## config.mk

```make
export PLATFORM = sky130hd
export DESIGN_NAME = coin_collector
export DESIGN_NICKNAME = d
export VERILOG_FILES = /design/src/rtl/coin_collector.sv
export SDC_FILE = /design/constraint.sdc
export NUM_CORES = 1
export LEC_CHECK = 0
export ABC_AREA = 1
export BUFFER_PORTS_ARGS = -buffer_cell sky130_fd_sc_hd__buf_4
export CORE_MARGIN = 1
export CORE_UTILIZATION = 25
export CTS_BUF_LIST = sky130_fd_sc_hd__clkbuf_8
export DETAILED_ROUTE_END_ITERATION = 10
export PLACE_DENSITY = 0.49
export SYNTH_ARGS = -nofsm -noshare
export SYNTH_HDL_FRONTEND = slang
export SYNTH_SLANG_ARGS = --single-unit
```

## constraint.sdc

```tcl
create_clock -name i_clk -period 2.4 [get_ports i_clk]
set_input_delay 0.12 -clock i_clk [delete_from_list [all_inputs] [get_ports i_clk]]
set_output_delay 0.12 -clock i_clk [all_outputs]
set_load 0.005 [all_outputs]
```

## src/rtl/coin_collector.sv

```systemverilog
// Credit front end of the vending datapath: accumulates coins, waits for a
// covered selection, then hands credit and product code off via done/vend_ready.
module coin_collector #(
  parameter int TIMEOUT = 255
) (
  input  logic       i_clk,
  input  logic       i_rst,
  input  logic       i_coin_in,
  input  logic [1:0] i_coin_val,
  input  logic       i_sel_valid,
  input  logic [1:0] i_sel,
  input  logic       i_cancel,
  input  logic       i_vend_ready,
  output logic [4:0] o_money,
  output logic [1:0] o_product,
  output logic       o_done,
  output logic       o_refund,
  output logic [4:0] o_refund_amt,
  output logic       o_coin_reject
);

  typedef enum logic [1:0] {
    S_IDLE    = 2'd0,
    S_COLLECT = 2'd1,
    S_REQUEST = 2'd2,
    S_REFUND  = 2'd3
  } state_t;

  localparam logic [7:0] L_IDLE_LAST = 8'(TIMEOUT - 1);

  state_t     r_state,      w_state_n;
  logic [4:0] r_credit,     w_credit_n;
  logic [1:0] r_prod,       w_prod_n;
  logic       r_sel_seen,   w_sel_seen_n;
  logic [7:0] r_idle_cnt,   w_idle_cnt_n;
  logic       r_coin_reject, w_reject;

  logic [4:0] w_coin_amt;
  logic [5:0] w_sum;
  logic       w_ovf;
  logic [4:0] w_price;
  logic       w_coin_ok;
  logic       w_activity;

  always_comb begin
    case (i_coin_val)
      2'b00:   w_coin_amt = 5'd1;
      2'b01:   w_coin_amt = 5'd2;
      2'b10:   w_coin_amt = 5'd5;
      default: w_coin_amt = 5'd10;
    endcase
    case (r_prod)
      2'b00:   w_price = 5'd5;
      2'b01:   w_price = 5'd10;
      2'b10:   w_price = 5'd15;
      default: w_price = 5'd20;
    endcase
  end

  // Sum at 6 bits so a carry out of the credit register marks overflow.
  assign w_sum = {1'b0, r_credit} + {1'b0, w_coin_amt};
  assign w_ovf = w_sum[5];

  // A coin racing a cancel is refused so the refund is the pre-coin credit.
  assign w_coin_ok  = i_coin_in && !i_cancel && !w_ovf;
  assign w_activity = w_coin_ok || i_sel_valid;

  always_comb begin
    w_state_n    = r_state;
    w_credit_n   = r_credit;
    w_prod_n     = r_prod;
    w_sel_seen_n = r_sel_seen;
    w_idle_cnt_n = r_idle_cnt;
    w_reject     = 1'b0;

    case (r_state)
      S_IDLE: begin
        if (i_coin_in || i_sel_valid) begin
          if (i_coin_in) w_credit_n = w_sum[4:0];
          if (i_sel_valid) begin
            w_prod_n     = i_sel;
            w_sel_seen_n = 1'b1;
          end
          w_idle_cnt_n = 8'd0;
          w_state_n    = S_COLLECT;
        end
      end

      S_COLLECT: begin
        w_reject = i_coin_in && (i_cancel || w_ovf);
        if (w_coin_ok) w_credit_n = w_sum[4:0];
        if (i_sel_valid) begin
          w_prod_n     = i_sel;
          w_sel_seen_n = 1'b1;
        end
        w_idle_cnt_n = w_activity ? 8'd0 : r_idle_cnt + 8'd1;

        if (i_cancel || (r_idle_cnt == L_IDLE_LAST && !w_activity)) begin
          w_idle_cnt_n = 8'd0;
          if (r_credit != 5'd0) begin
            w_state_n = S_REFUND;
          end else begin
            w_state_n    = S_IDLE;
            w_sel_seen_n = 1'b0;
          end
        end else if (r_sel_seen && r_credit >= w_price) begin
          // Sufficiency uses registered values: one cycle of evaluation latency.
          w_idle_cnt_n = 8'd0;
          w_state_n    = S_REQUEST;
        end
      end

      S_REQUEST: begin
        w_reject = i_coin_in;
        if (i_vend_ready) begin
          w_credit_n   = 5'd0;
          w_sel_seen_n = 1'b0;
          w_idle_cnt_n = 8'd0;
          w_state_n    = S_IDLE;
        end
      end

      default: begin
        w_reject     = i_coin_in;
        w_credit_n   = 5'd0;
        w_sel_seen_n = 1'b0;
        w_idle_cnt_n = 8'd0;
        w_state_n    = S_IDLE;
      end
    endcase
  end

  always_ff @(posedge i_clk) begin
    if (i_rst) begin
      r_state       <= S_IDLE;
      r_credit      <= 5'd0;
      r_prod        <= 2'd0;
      r_sel_seen    <= 1'b0;
      r_idle_cnt    <= 8'd0;
      r_coin_reject <= 1'b0;
    end else begin
      r_state       <= w_state_n;
      r_credit      <= w_credit_n;
      r_prod        <= w_prod_n;
      r_sel_seen    <= w_sel_seen_n;
      r_idle_cnt    <= w_idle_cnt_n;
      r_coin_reject <= w_reject;
    end
  end

  assign o_money       = r_credit;
  assign o_product     = r_prod;
  assign o_done        = (r_state == S_REQUEST);
  assign o_refund      = (r_state == S_REFUND);
  assign o_refund_amt  = (r_state == S_REFUND) ? r_credit : 5'd0;
  assign o_coin_reject = r_coin_reject;

endmodule

```

==> impl_metrics.csv <==
group,metric,value,unit
timing,hold_violations,0,
hold_path,min-delay-path-class,"primary input to flop",
placement,dp_hpwl,2960,um
synth,synth_area,1530,um^2
clock_network,cts_resized,0,
setup_path,worstReg2RegEnd,"r_idle_cnt[0]",
floorplan,die_w,80.1,um
synth,synth-seq-cells,19,
clock_network,cts-buffers-inserted,3,
synth,synth-seq-area-share,0.249,
grt,overflow,0,
routing,routed_wirelength,3690,um
placement,port_buffers,24,
setup_path,path_buf_inv,3,
clock_network,cts_hold_buf,0,
power,power_leakage,0.859,nW
timing,setup_ws,343,ps
hold_path,whs_path_depth,2,
final_layout,area_delta_synth_final,20.6,%
clock_network,htree_levels,1,
setup_path,path_cells,"inv_1, ha_1, inv_1, ha_1, nand2_1, inv_1, a21oi_1, nand3_1, nand2_2, nand4_1, nor2_1, nor2_1, nor2_1",
setup_path,rr_startpoint,"o_product[1]",
status,status,"finished clean",
run,cap_violations,0,
power,p_switching,0.000555,W
power,irDropWorstVdd,0.253,mV
timing,skew,1.49,ps
setup_path,critPathArrivalTime,2250,ps
setup_path,reg2reg_slack,340,ps
final_layout,nNetsFinal,279,
setup_path,max_stage_delay,390,ps
routing,dr.pass1.iters,4,
timing,rsz0062_at_grt,"false",
synth,async_flop_share,0,
power,clkPwrFrac,0.174,
routing,wl_per_cell,11.3,um
clock_network,cts_tree,"built",
timing,finalSetupViolations,0,
floorplan,start_util,0.259,
final_layout,layout-drive-gt1-share,0.222,
floorplan,row_count,28,
final_layout,multi_input_area,973,um^2
grt,grt_pass1_wl,6130,um
synth,synthCells,225,
power,p_comb_frac,0.484,
setup_path,required,2600,ps
floorplan,io_pins,25,
routing,vias_per_cell,4.45,
setup_path,reg2regPathDepth,13,
grt,antenna_found_initial,0,
synth,synth-edff-count,0,
timing,drv_slew,0,
clock_network,cts_buffer_depth,2,
grt,grt_pass1_vias,1305,
routing,vias,1454,
clock_network,clkLatencyLatePin,250,ps
timing,finalSetupTns,0,ps
timing,slew-limit-headroom,0.810,
hold_path,holdCritStartpoint,"i_rst",
floorplan,dieArea,6420,um^2
power,intPower,0.000723,W
synth,syn_area_per_cell,6.78,um^2
synth,yosysWarnings,0,
floorplan,die_h,80.1,um
timing,fin_crit,2060,ps
grt,gr-usage-all-layers,0.123,
power,powerDensity,694,nW/um^2
routing,drc,0,
setup_path,crit_path_top_delay_cell,"dfxtp_1",
clock_network,clkSinkCount,19,
setup_path,cp_max_fo,8,
clock_network,root_buffer,"clkbuf_8",
floorplan,coreArea,5890,um^2
timing,fmax,486,MHz
final_layout,antenna_cells,0,
routing,ant_nets,0,
power,power.sequential.fraction,0.342,
timing,post-route-period-util,0.857,
power,p_sw_frac,0.434,
setup_path,startpoint_type,"flop",
synth,ys.flop_type,"dfxtp_1",
setup_path,critPathKind,"flop to flop",
hold_path,min_to,"r_idle_cnt[7]",
routing,drtIter0Drc,53,
clock_network,cts.clk_slew.worst_paths,70,ps
setup_path,critPathTopFamily,"simple AND/OR/NAND/NOR gates",
final_layout,fill_cells,655,
clock_network,postCtsSetupBuffers,0,
setup_path,critPathCaptureType,"flop",
synth,synth_cell_types,34,
synth,syn_nets,251,
timing,worstMarginPinSlew,283,ps
placement,dpl_worst_slack,346,ps
grt,grt_max_degree,13,
final_layout,regArea,380,um^2
placement,gp_congestion,0.780,
==> stage by stage <==
step                      power, W  hold WS [ps]  utilization  cell area, um^2  cells
after floorplan           0.000869           260            -             1530    225
after global placement     0.00107           394        0.305             1790    323
after detailed placement   0.00106           393        0.305             1790    323
after CTS                  0.00130           110        0.313             1840    327
after global routing       0.00142           110        0.313             1840    327
final                      0.00128           115        0.313             1840    327
==> worst reg2reg max path, cell delays in order (launching register included) <==
cell and delay (ps):
dfxtp_1 390, inv_1 100, ha_1 270, inv_1 50, ha_1 280, nand2_1 60, inv_1 50, a21oi_1 130
nand3_1 100, nand2_2 160, nand4_1 170, nor2_1 130, nor2_1 50, nor2_1 70
==> logic make-up (layout without fill, tap and decap cells) <==
logic type / after synthesis / in the layout / share of synthesized area
AND/OR/NAND/NOR: 111 / 111 / 0.355
adder cells (fa/ha/maj): 16 / 16 / 0.136
flip-flops: 19 / 19 / 0.249
AO/OA/AOI/OAI: 30 / 30 / 0.118
buffers and inverters: 44 / 71 / 0.112
XOR/XNOR: 5 / 5 / 0.0287
==> synth_stat cells (2+ instances only) <==
library cell / count / area (um^2)
inv_1: 32 / 120
a21oi_1: 15 / 75.1
o21ai_1: 2 / 10.0
nand2_4: 2 / 22.5
nor2_2: 3 / 18.8
xnor2_1: 3 / 26.3
nor3_2: 2 / 20.0
nand3_1: 10 / 50.1
nand2_1: 41 / 154
nor2_1: 31 / 116
o21ai_0: 6 / 30.0
dfxtp_1: 19 / 380
inv_2: 8 / 30.0
nand3_2: 2 / 20.0
xor2_1: 2 / 17.5
nand4_1: 12 / 75.1
ha_1: 15 / 188
nand2_2: 4 / 25.0
==> power by group through the flow <==
stage	clock network, W	logic (W)	registers (W)
after global placement	0	0.000625	0.000445
after global routing	0.000255	0.000718	0.000444
after detailed placement	0	0.000621	0.000443
after floorplan	0	0.000445	0.000424
after CTS	0.000235	0.000625	0.000437
final	0.000222	0.000618	0.000437
==> worst max-delay path by stage <==
stage                      start             to  slack (ps)  cells after the start
detailed placement  o_product[1]  r_idle_cnt[0]         350                     13
CTS                 o_product[1]  r_idle_cnt[0]         350                     13
global route        o_product[0]  r_idle_cnt[0]         140                     13
finish              o_product[1]  r_idle_cnt[0]         340                     13
global placement    o_product[1]  r_idle_cnt[0]         420                     13
floorplan           o_product[0]  r_idle_cnt[0]         540                     13
==> routing by layer <==
layer  part of all wire  track usage
met4             0.0084       0.0375
met2               0.45        0.197
met1               0.52        0.172
met5                  0            0
met3              0.027       0.0148
==> cell type report <==
cell class	instances	area share
flip-flops and latches	19	0.207
repair buffers	25	0.102
clock buffers	3	0.0224
clock inverters	1	0.00204
inverters	42	0.0864
well taps	75	0.0510
multi-input cells	162	0.529
==> registers in the layout (all words and copies together) (netlist names) <==
name / cells
r_idle_cnt: 8
o_money: 5
o_product: 2
r_state: 2
o_coin_reject: 1
r_sel_seen: 1
==> layout by cell type, fill, tap and decap left out <==
cell type   n
nand3_1    10
clkinv_2    1
a21oi_1    15
nor2_2      3
nand3_2     2
clkbuf_8    3
and2_1      1
nand2_2     4
nand2_4     2
nor3_2      2
nand2_1    41
fa_1        1
o21ai_1     2
dfxtp_1    19
o21ai_0     6
o21a_1      1
a31o_2      1
nor2_1     31
o211ai_1    1
clkinv_1    1
xnor2_1     3
inv_1      33
a21oi_2     1
o21bai_1    1
ha_1       15
nand3_4     1
o21ai_2     1
inv_2       8
nand4_1    12
nor2_4      1
xor2_1      2
buf_4      25
a21oi_4     1
nor3_1      1
(Power assumes the default switching activity.)
